`src/rtl/arb3_onehot_sel.sv`:
```
// arb3_onehot_sel: three-requester round-robin arbiter that drives the
// registered one-hot select of the 3:1 one-hot data mux (bit i -> input di).
// Optional macro ARB3_TIMEOUT_EN builds the tenure counter and forces a
// release after MAX_HOLD cycles of ownership. Without it, ownership ends only
// on done or on the owner's request dropping.
//
// Handshake: this block has no valid/ready pair. A requester holds req[i]
// high while it wants the mux. It owns the mux while select[i]=1, and it
// signals completion with a one-cycle done pulse (done is ignored in IDLE).
// Every output is a flop. select is one-hot while busy and 000 while idle.
module arb3_onehot_sel #(
  parameter int MAX_HOLD = 8
) (
  input  logic       clk,
  input  logic       reset,
  input  logic [2:0] req,
  input  logic       done,
  output logic [2:0] select,
  output logic       busy,
  output logic [1:0] owner,
  output logic [0:0] dbg_state
);

  localparam logic [0:0] IDLE  = 1'b0;
  localparam logic [0:0] GRANT = 1'b1;

  // Reject out-of-range hold limits at elaboration time.
  if (MAX_HOLD < 2 || MAX_HOLD > 255) begin : g_bad_max_hold
    $error("arb3_onehot_sel: MAX_HOLD must be in 2..255");
  end

  logic [0:0] state;
  logic [1:0] last;
  logic [4:0] pick_idle;
  logic [4:0] pick_rel;
  logic       timeout_hit;
  logic       release_now;

  // Round-robin pick: search last+1, last+2, last (mod 3).
  // Returns {one-hot select, binary index}, or all zeros when nobody requests.
  function automatic logic [4:0] rr_pick(input logic [1:0] lst, input logic [2:0] r);
    logic [1:0] o0, o1, o2;
    case (lst)
      2'd0:    begin o0 = 2'd1; o1 = 2'd2; o2 = 2'd0; end
      2'd1:    begin o0 = 2'd2; o1 = 2'd0; o2 = 2'd1; end
      default: begin o0 = 2'd0; o1 = 2'd1; o2 = 2'd2; end
    endcase
    if (r[o0])      rr_pick = {3'b001 << o0, o0};
    else if (r[o1]) rr_pick = {3'b001 << o1, o1};
    else if (r[o2]) rr_pick = {3'b001 << o2, o2};
    else            rr_pick = 5'b0;
  endfunction

  // From IDLE the pointer is last. On a release the departing owner becomes
  // the new pointer, so it ranks lowest in the re-pick.
  assign pick_idle = rr_pick(last, req);
  assign pick_rel  = rr_pick(owner, req);

`ifdef ARB3_TIMEOUT_EN
  localparam int CW = $clog2(MAX_HOLD + 1);
  logic [CW-1:0] cnt;

  assign timeout_hit = (cnt == CW'(MAX_HOLD - 1));

  // Tenure counter: restarts at every new grant and saturates at MAX_HOLD-1.
  always_ff @(posedge clk or posedge reset) begin
    if (reset) begin
      cnt <= '0;
    end else if (state == IDLE || release_now) begin
      cnt <= '0;
    end else if (!timeout_hit) begin
      cnt <= cnt + CW'(1);
    end
  end
`else
  assign timeout_hit = 1'b0;
`endif

  // done together with a timeout is a single release. Other requesters never preempt.
  assign release_now = done | ~req[owner] | timeout_hit;

  assign dbg_state = state;

  // Ownership FSM. Hand-over goes straight from one one-hot code to the next.
  always_ff @(posedge clk or posedge reset) begin
    if (reset) begin
      state  <= IDLE;
      select <= 3'b000;
      busy   <= 1'b0;
      owner  <= 2'd0;
      last   <= 2'd2;
    end else begin
      case (state)
        IDLE: begin
          if (pick_idle[4:2] != 3'b000) begin
            state  <= GRANT;
            select <= pick_idle[4:2];
            owner  <= pick_idle[1:0];
            busy   <= 1'b1;
          end
        end
        default: begin
          if (release_now) begin
            last <= owner;
            if (pick_rel[4:2] != 3'b000) begin
              select <= pick_rel[4:2];
              owner  <= pick_rel[1:0];
            end else begin
              state  <= IDLE;
              select <= 3'b000;
              busy   <= 1'b0;
              owner  <= 2'd0;
            end
          end
        end
      endcase
    end
  end

endmodule

```
`config.mk`:
```
export PLATFORM = sky130hd
export DESIGN_NAME = arb3_onehot_sel
export DESIGN_NICKNAME = d
export VERILOG_FILES = /design/src/rtl/arb3_onehot_sel.sv
export SDC_FILE = /design/constraint.sdc
export NUM_CORES = 1
export LEC_CHECK = 0
export ABC_AREA = 1
export CAP_MARGIN = 5
export CORE_MARGIN = 1
export CORE_UTILIZATION = 51
export DETAILED_ROUTE_END_ITERATION = 7
export GPL_TIMING_DRIVEN = 0
export PLACE_DENSITY_LB_ADDON = 0.15
export SYNTH_ARGS = -nofsm -noshare
export SYNTH_HDL_FRONTEND = slang
export SYNTH_SLANG_ARGS = --single-unit
```
`constraint.sdc`:
```
create_clock -name clk -period 1.7 [get_ports clk]
set_clock_uncertainty 0.05 [all_clocks]
set_input_delay 0.17 -clock clk [delete_from_list [all_inputs] [get_ports clk]]
set_output_delay 0.17 -clock clk [all_outputs]
set_load 0.02 [all_outputs]
```
## Word-level counts from Yosys, hierarchy flattened

Index checks and enable logic that the tools add are counted.

- Logic and storage cells: 74
- Bits in registers: 9
- Input bits: 6
- Output and inout port bits: 7

- Bitwise gates (word level): 2
- Magnitude comparators: 7
- Eq/ne operators: 4
- Shifts and indexed selects: 6
- Mux-type cells: 42
- Reduce and logical (&&, ||, !) cells: 8

Operators with widths:

| kind | count |
|---|---|
| 5-bit two-way mux | 6 |
| 2-bit one-hot mux with 2 select lines | 6 |
| 2-bit by 3-bit less-than comparator with 1-bit output (second input constant) | 7 |
| 1-bit by 2-bit << shifter with 3-bit output (first input constant) | 6 |
| 1-bit two-way mux | 15 |
| 1-bit binary-select mux with 2-bit select | 7 |
| 3-bit two-way mux | 4 |
| 2-bit two-way mux | 4 |
| 3-bit nonzero test | 2 |
| 2-bit by 1-bit == test with 1-bit output (second input constant) | 2 |
| 2-bit logical NOT | 2 |
| 2-bit AND reduction | 2 |
| 3-bit AND reduction | 1 |
| 2-bit by 1-bit inequality test with 1-bit output (second input constant) | 1 |
| 2-bit inequality test (second input constant) | 1 |
| 2-bit nonzero test | 1 |
| 1-bit inverter | 1 |
| 1-bit OR | 1 |

## Longest topological paths before layout

Gate-level depths: netlist (run 1).

- Depth after elaboration: 11
- Mapped depth: 11
- Gate-level depth less buffers: 10

## Worst setup path after synthesis (run 1)

No wires, ideal clock.

- Path type: reg2reg
- Start point: reg owner[1]
- End point: reg owner[0]
- Cell stages (with the launch flop): 10
- Library setup time: 0.118 ns
- Required time: 1.532 ns
- Period minus slack after synthesis: 1.514 ns
- Setup slack: 0.186 ns
- Arrival time: 1.346 ns
- Path buffers: 1
- Cell sequence: dfrtp_1 -> buf_6 -> nor2_1 -> nand2_1 -> nand3_1 -> nand2_1 -> nand2_4 -> nand4_2 -> nand2_1 -> nand2_1

- Word-level cells in the longest chain between the ends: 11
- Elaborated cells between the ends (all ways): 27
- Classes of those cells: eq/ne: 2; shift: 3; mux: 17; bitwise: 2; reduce/logical: 3

RTL lines:

| what | RTL line | text |
|---|---|---|
| start, declared | 20 | `output logic [1:0] owner,` |
| start signal, assigned | 98 | `owner <= pick_idle[1:0];` |
| start signal, assigned | 107 | `owner <= pick_rel[1:0];` |
| 2-bit by 1-bit == test with 1-bit output / 2-bit logical NOT (equally long branches) | 43 | `case (lst)` |
| 2-bit one-hot mux with 2 select lines | 43 |  |
| 1-bit binary-select mux with 2-bit select | 50 | `else if (r[o2]) rr_pick = {3'b001 << o2, o2};` |
| 1-bit two-way mux (implied by the code) | 50 |  |
| 5-bit two-way mux | 50 |  |
| 5-bit two-way mux | 49 | `else if (r[o1]) rr_pick = {3'b001 << o1, o1};` |
| 5-bit two-way mux | 48 | `if (r[o0]) rr_pick = {3'b001 << o0, o0};` |
| 3-bit nonzero test | 105 | `if (pick_rel[4:2] != 3'b000) begin` |
| 2-bit two-way mux | 105 |  |
| 2-bit two-way mux | 103 | `if (release_now) begin` |
| 2-bit two-way mux | 93 | `case (state)` |

Parallel ways exist; a longest one is shown, timed or not. The select of a mux whose other input is x is not followed.
A chain may end at the register's enable or synchronous reset.

## Worst setup path in the final report (run 1)

- Start point: reg last[1]
- End point: reg owner[1]

- Word-level cells in the longest chain between the ends: 10
- Elaborated cells between the ends (all ways): 22
- Classes of those cells: eq/ne: 1; shift: 3; mux: 14; reduce/logical: 4

RTL lines:

| what | RTL line | text |
|---|---|---|
| start, declared | 33 | `logic [1:0] last;` |
| start signal, assigned | 104 | `last <= owner;` |
| 2-bit by 1-bit == test with 1-bit output / 2-bit logical NOT (equally long branches) | 43 |  |
| 2-bit one-hot mux with 2 select lines | 43 |  |
| 1-bit binary-select mux with 2-bit select | 50 |  |
| 1-bit two-way mux (implied by the code) | 50 |  |
| 5-bit two-way mux | 50 |  |
| 5-bit two-way mux | 49 |  |
| 5-bit two-way mux * | 48 |  |
| 3-bit nonzero test | 95 | `if (pick_idle[4:2] != 3'b000) begin` |
| 2-bit nonzero test (no line) | n/a |  |
| 2-bit AND reduction (no line) | n/a |  |

Mark *: on every way between the ends. The rest lies on a longest branch, timed or not. The select of a mux whose other input is x is not followed.

==> qor.csv, run 1 <==
stage;metric;value;unit
setup_path;crit-path max FO;6;
layout;fraction of layout cells with a size suffix above 1;19.38;%
logic_synthesis;Syn. warnings;0;
layout;P&R area growth vs syn;20.65;%
floorplanning;number of placement rows;13;
setup_path;crit path launch;last[1]$_DFFE_PP1P_;
logic_synthesis;Unique masters post-synth;24;
power_and_ir_drop;Flop pwr share;22.8;%
floorplanning;Die ar.;1668;µm²
sta;worst rel slew slack;76.46;%
grt;Overflow after GRT;0;
power_and_ir_drop;Int Power;896.8;µW
grt;vias in the first global route;627;
clock_tree;H-tree Lvls;1;
drt;antenna viol nets, final;0;
setup_path;RR Startpoint;last[1]$_DFFE_PP1P_;
grt;initial antenna violation count;0;
power_and_ir_drop;peak supply drop;1.007;mV
layout;Final Instance Count excl. Fillers;144;
grt;largest net degree at the start of global routing;11;
logic_synthesis;Avg Inst Size Synth;6.750;µm²
sta;period utilisation layout;93.76;%
clock_tree;clk buf depth;2;
power_and_ir_drop;Sw Pwr;917.6;µW
placement;Final HPWL DP;1327;µm
logic_synthesis;fraction of registers with async set/reset;100.0;%
grt;first-pass GRT wire length;2711;µm
floorplanning;Core Box Area;1350;µm²
logic_synthesis;Mapped Cells;114;
clock_tree;CTS root buf;clkbuf_4;
sta;max-slew violations;0;
setup_path;crit start category;flop;
clock_tree;CTS buffer count;3;
layout;Ant. Diodes;0;
setup_path;CP required;1.81;ns
clock_tree;clock latency on the worst-skew pair;0.27;ns
drt;routed len/inst;12.13;µm
sta;RSZ-0062 raised after global routing;no;
logic_synthesis;number of flops mapped to enable cells by yosys;0;
power_and_ir_drop;clock group share of total power;9.5;%
clock_tree;clock sink count;9;
clock_tree;post-CTS setup buffer count;0;
power_and_ir_drop;Comb pwr share;67.7;%
sta;Finish-stage setup viols;0;
job;max-cap violations;0;
floorplanning;Die X;40.85;µm
floorplanning;I/O pins;13;
sta;fmax;0.6274;GHz
placement;DP Cell Count;140;
layout;final instance area;928.4;µm²
power_and_ir_drop;Sw Ratio;50.57;%
logic_synthesis;register area share after synthesis;29.43;%
drt;WL final;1746;µm
drt;Iteration-0 DRC Markers;26;
power_and_ir_drop;Pleak;0.0004814;µW
placement;GPL Wtd Cong;0.8453;
clock_tree;CTS tree;done;
min_path;min-delay worst type;in -> async;
floorplanning;Initial Utilization;57.00;%
setup_path;worst endpoint data arrival time;1.71;ns
sta;worst slew pin tran;0.3527;ns
power_and_ir_drop;P per Cell Area;1954;nW/µm²
placement;IO buf count;11;
sta;setup ws final;0.1060;ns
drt;Vias per Instance;5.500;
sta;post-layout min period;1.594;ns
drt;# DRC;0;
floorplanning;Die Ht;40.85;µm
logic_synthesis;Seq cells post-synth;9;
logic_synthesis;Main synth FF type;dfrtp_1;
setup_path;CP endpoint kind;flop;
sta;final hold violations;0;
drt;DR pass1 iterations;4;
placement;pre-CTS setup slack;-0.1022;ns
drt;DR vias;792;
setup_path;critical path class;reg -> reg;
logic_synthesis;syn nets;120;
clock_tree;register clock-pin slew on the reported worst setup and hold paths;0.06;ns
grt;GRT Util Overall;26.04;%
placement;Area after DPL;898.4;µm²
clock_tree;Resized cells post-CTS;0;
clock_tree;hold buffer count at cts;0;
status;outcome;complete, no violations;
logic_synthesis;Post-Synthesis Cell Area;769.5;µm²
layout;final net count;136;
## kinds of logic after synthesis
| family | synth area share (%) |
|---|---|
| AOI/OAI and AO/OA | 7.643 |
| buffers and inverters | 11.38 |
| DFF | 29.43 |
| and+or+nand+nor | 51.54 |
## power groups by stage
stage	combinational, µW	sequential (µW)	clock [µW]
final	1230	414	172
after global routing	1370	429	190
after CTS	1230	408	182
after detailed placement	1220	411	0
after global placement	1190	408	0
after floorplan	819	489	0
## critical path, cell delays in order (launching register included)
cell and delay, ns:
dfstp_2 0.60, nor2_1 0.08, nand2_2 0.09, nand3_4 0.11
nand2_2 0.12, nand2_2 0.06, nand2_1 0.10, nand4_2 0.11
nand2_1 0.12, nand2_1 0.06
## layout make-up
type | instances | area (µm²)
Clock buffer | 4 | 26.28
Multi-Input combinational cell | 87 | 457.9
Timing Repair Buffer | 11 | 110.1
Fill cell | 119 | 421.7
Inverter | 15 | 61.31
Tap cell | 15 | 18.77
Buffer | 3 | 26.28
Sequential cell | 9 | 227.7
## layer usage
| metal | global-route usage (%) | wire length (µm) |
|---|---|---|
| met5 | 0 | 0 |
| met4 | 12.50 | 35 |
| met3 | 9.783 | 103 |
| met2 | 41.02 | 848 |
| met1 | 30.69 | 758 |
## cell usage in the layout (no fill, tap or decap), drive strengths merged
| cell | synthesis | final |
|---|---|---|
| clkinv | 1 | 1 |
| o21bai | 1 | 1 |
| nand4 | 3 | 3 |
| inv | 14 | 14 |
| clkdlybuf4s50 | 0 | 11 |
| buf | 3 | 3 |
| dfrtp | 8 | 8 |
| dfstp | 1 | 1 |
| nand3 | 23 | 23 |
| a41oi | 1 | 1 |
| o21ai | 2 | 2 |
| or2 | 1 | 1 |
| nor2 | 8 | 8 |
| a21oi | 2 | 2 |
| nand2 | 46 | 46 |
| clkbuf | 0 | 4 |
## flip-flops by register name, indices dropped and copies added (netlist names)
name,cells
dbg_state,1
busy,1
last,2
select,3
owner,2
## cells in the mapped netlist (2+ instances only)
master    n  area (µm²)
nand4_1   2       12.51
buf_4     2       15.01
inv_2     2       7.510
nand3_1  21       105.1
inv_1    12       45.04
dfrtp_1   8       200.2
nor2_1    6       22.52
nand2_1  40       150.1
o21ai_0   2       10.01
nand2_2   5       31.28
## worst paths after layout
| path | cells past startpoint | to | slack (ns) |
|---|---|---|---|
| worst max-delay path | 9 | owner[1]$_DFFE_PP0P_ | 0.11 |
| worst min-delay path | 2 | last[0]$_DFFE_PP0P_ | 0.11 |
| worst max register to register | 9 | owner[1]$_DFFE_PP0P_ | 0.11 |
| worst min register to register | 2 | busy$_DFFE_PP0P_ | 0.42 |
| max in group asynchronous | 2 | last[1]$_DFFE_PP1P_ | 1.19 |
| min in group clk | 5 | dbg_state$_DFF_PP0_ | 0.25 |
## stage by stage
step	hold WS (ns)	TNS, ns	util, %	power [µW]
global placement	0.3923	-0.2485	66.54	1602
CTS	0.1087	0	68.49	1817
global route	0.1333	0	68.77	1992
finish	0.1078	0	68.77	1814
detailed placement	0.4058	-0.4936	66.54	1636
floorplan	-0.05280	0	-	1308
Power figures use the tool's default switching activity.
==> run 2, diff against run 1 <==
Settings changed: CELL_PAD_IN_SITES_DETAIL_PLACEMENT set to 1, CELL_PAD_IN_SITES_GLOBAL_PLACEMENT set to 1, CORE_UTILIZATION 51 to 42, DONT_BUFFER_PORTS set to 1, RECOVER_POWER set to 100.
==> qor.csv, run 2 (synthesis gave the netlist of run 1 again) <==
stage;metric;value;unit;change
layout;Top reg by flops;select;;
grt;first-pass GRT wire length;3167;µm;+17%
grt;Overflow after GRT;0;;unchanged
floorplanning;Die X;44.81;µm;+9.7%
setup_path;worst endpoint data arrival time;1.76;ns;+0.05 ns
drt;DR pass1 iterations;4;;unchanged
placement;GPL Wtd Cong;0.8054;;-4.7%
sta;max-slew violations;0;;unchanged
clock_tree;clk buf depth;2;;unchanged
sta;setup ws final;0.08396;ns;-0.02205 ns
clock_tree;clock latency on the worst-skew pair;0.26;ns;about the same
grt;initial antenna violation count;0;;unchanged
setup_path;cells on worst reg2reg path;8;;-1
floorplanning;I/O pins;13;;unchanged
status;outcome;complete, no violations;;
layout;P&R area growth vs syn;13.17;%;
layout;fraction of layout cells with a size suffix above 1;26.67;%;+7.3 points
grt;largest net degree at the start of global routing;11;;unchanged
placement;pre-CTS setup slack;-0.02063;ns;+0.08158 ns
clock_tree;H-tree Lvls;1;;unchanged
sta;worst slew pin tran;0.3467;ns;-0.005939 ns
setup_path;CP endpoint kind;flop;;
placement;Area after DPL;800.8;µm²;-11%
drt;routed len/inst;13.13;µm;+8.3%
drt;DR vias;757;;-4.4%
floorplanning;Core Box Area;1727;µm²;+28%
floorplanning;Initial Utilization;44.57;%;-12 points
placement;DP Cell Count;139;;-0.71%
drt;WL final;1904;µm;+9.0%
setup_path;CP required;1.85;ns;+0.04 ns
layout;final instance area;870.8;µm²;-6.2%
drt;Vias per Instance;5.221;;-5.1%
setup_path;critical path class;reg -> reg;;
setup_path;crit start category;flop;;
layout;Final Core Density;50.43;%;-18 points
power_and_ir_drop;Pleak;0.0004534;µW;-5.8%
min_path;min-delay worst type;in -> reg;;
clock_tree;CTS root buf;clkbuf_4;;
sta;final hold violations;0;;unchanged
setup_path;RR Startpoint;last[1]$_DFFE_PP1P_;;
grt;GRT Util Overall;21.26;%;-4.8 points
floorplanning;Die ar.;2007;µm²;+20%
sta;post-layout min period;1.616;ns;+0.02205 ns
sta;Fin Hold WS;0.1820;ns;+0.07423 ns
layout;Final Instance Count excl. Fillers;145;;+0.69%
power_and_ir_drop;P per Cell Area;2005;nW/µm²;+2.6%
floorplanning;Die Ht;44.81;µm;+9.7%
layout;number of fill cells;250;;+110%
clock_tree;CTS tree;done;;
job;max-cap violations;0;;unchanged
sta;fmax;0.6188;GHz;-1.4%
sta;RSZ-0062 raised after global routing;yes;;
setup_path;Crit Reg-Reg Endpoint;select[2]$_DFFE_PP0P_;;
sta;Finish-stage setup viols;0;;unchanged
placement;Final HPWL DP;1529;µm;+15%
setup_path;crit-path max FO;6;;unchanged
clock_tree;clock sink count;9;;unchanged
drt;# DRC;0;;unchanged
layout;commonest non-fill, non-tap cell in the layout;nand2_1;;
sta;worst rel slew slack;76.86;%;+0.40 points
floorplanning;number of placement rows;15;;+2
layout;Largest regs;select (3), last (2), owner (2);;
setup_path;crit path launch;last[1]$_DFFE_PP1P_;;
layout;max reg flops;3;;unchanged
clock_tree;CTS buffer count;3;;unchanged
drt;antenna viol nets, final;0;;unchanged
setup_path;reg-to-reg slack, setup;0.08;ns;-0.02 ns
drt;Iteration-0 DRC Markers;13;;-50%
setup_path;worst setup path end;select[2]$_DFFE_PP0P_;;
power_and_ir_drop;peak supply drop;0.9131;mV;-9.3%
placement;IO buf count;0;;-11
grt;vias in the first global route;727;;+16%
clock_tree;register clock-pin slew on the reported worst setup and hold paths;0.06;ns;about the same
layout;commonest non-fill, non-tap cells in the layout;39 x nand2_1, 21 x nand3_1, 10 x inv_1, 6 x dfrtp_1, 5 x nand2_2;;
sta;period utilisation layout;95.06;%;+1.3 points
layout;final net count;127;;-6.6%
layout;Ant. Diodes;0;;unchanged
run 2: repair_timing:
action / CTS / global route
endpoints found under the setup margin: 5 / 6
setup buffers: 0 / 1
hold endpoints to repair: 9 / 0
resized for setup: 1 / 9
hold buffers: 1 / 0
pin swaps: 0 / 1
run 2: how the worst min path moves through the flow:
stage | from | endpoint | slack [ns] | cells past startpoint
after global routing | done | last[1]$_DFFE_PP1P_ | 0.19 | 4
after CTS | done | last[1]$_DFFE_PP1P_ | 0.18 | 4
after detailed placement | reset | select[2]$_DFFE_PP0P_ | -0.009 | 1
after global placement | reset | owner[0]$_DFFE_PP0P_ | -0.02 | 1
final | done | last[1]$_DFFE_PP1P_ | 0.18 | 4
after floorplan | reset | busy$_DFFE_PP0P_ | -0.05 | 1
run 2: routing by layer:
layer	up-vias	part of all wire (%)	track usage [%]	wire length, µm
li1	378	-	-	-
met1	363	45	27.41	859
met2	16	52	36.18	981
met3	0	3.3	6.800	63
met4	0	0	1.818	0
met5	-	0	0	0
run 2: power breakdown:
group / total [µW] / internal [µW] / switching, µW
clock network: 163 / 90.3 / 72.4
registers: 522 / 330 / 192
logic: 1060 / 381 / 680
run 2: layout make-up:
type,count,area (µm²),share of cell area [%]
multi-input cells,87,475.5,54.60
flip-flops and latches,9,229.0,26.29
inverters,15,65.06,7.471
well taps,25,31.28,3.592
clock buffers,4,26.28,3.017
plain buffers,3,26.28,3.017
repair buffers,2,17.52,2.011
run 2: metrics by stage:
step / TNS [ns] / total power [µW]
after floorplan: 0 / 1308
after global placement: 0 / 1478
after detailed placement: -0.06124 / 1512
after CTS: 0 / 1690
after global routing: -0.009696 / 1918
final: 0 / 1746
run 2: critical path, cell delays in order (launching register included):
cell and delay [ns]:
dfstp_2 0.59, inv_2 0.06, nand3_2 0.10, nand3_4 0.12
o21bai_4 0.19, nand2_2 0.09, nor2_4 0.18, nand3_1 0.11
nand2_1 0.07
==> run 3, diff against run 2 <==
Settings changed: CORE_MARGIN 1 to not set.
==> results of run 3 <==
The final DEF is identical to that of run 2; final timing and power are the same.
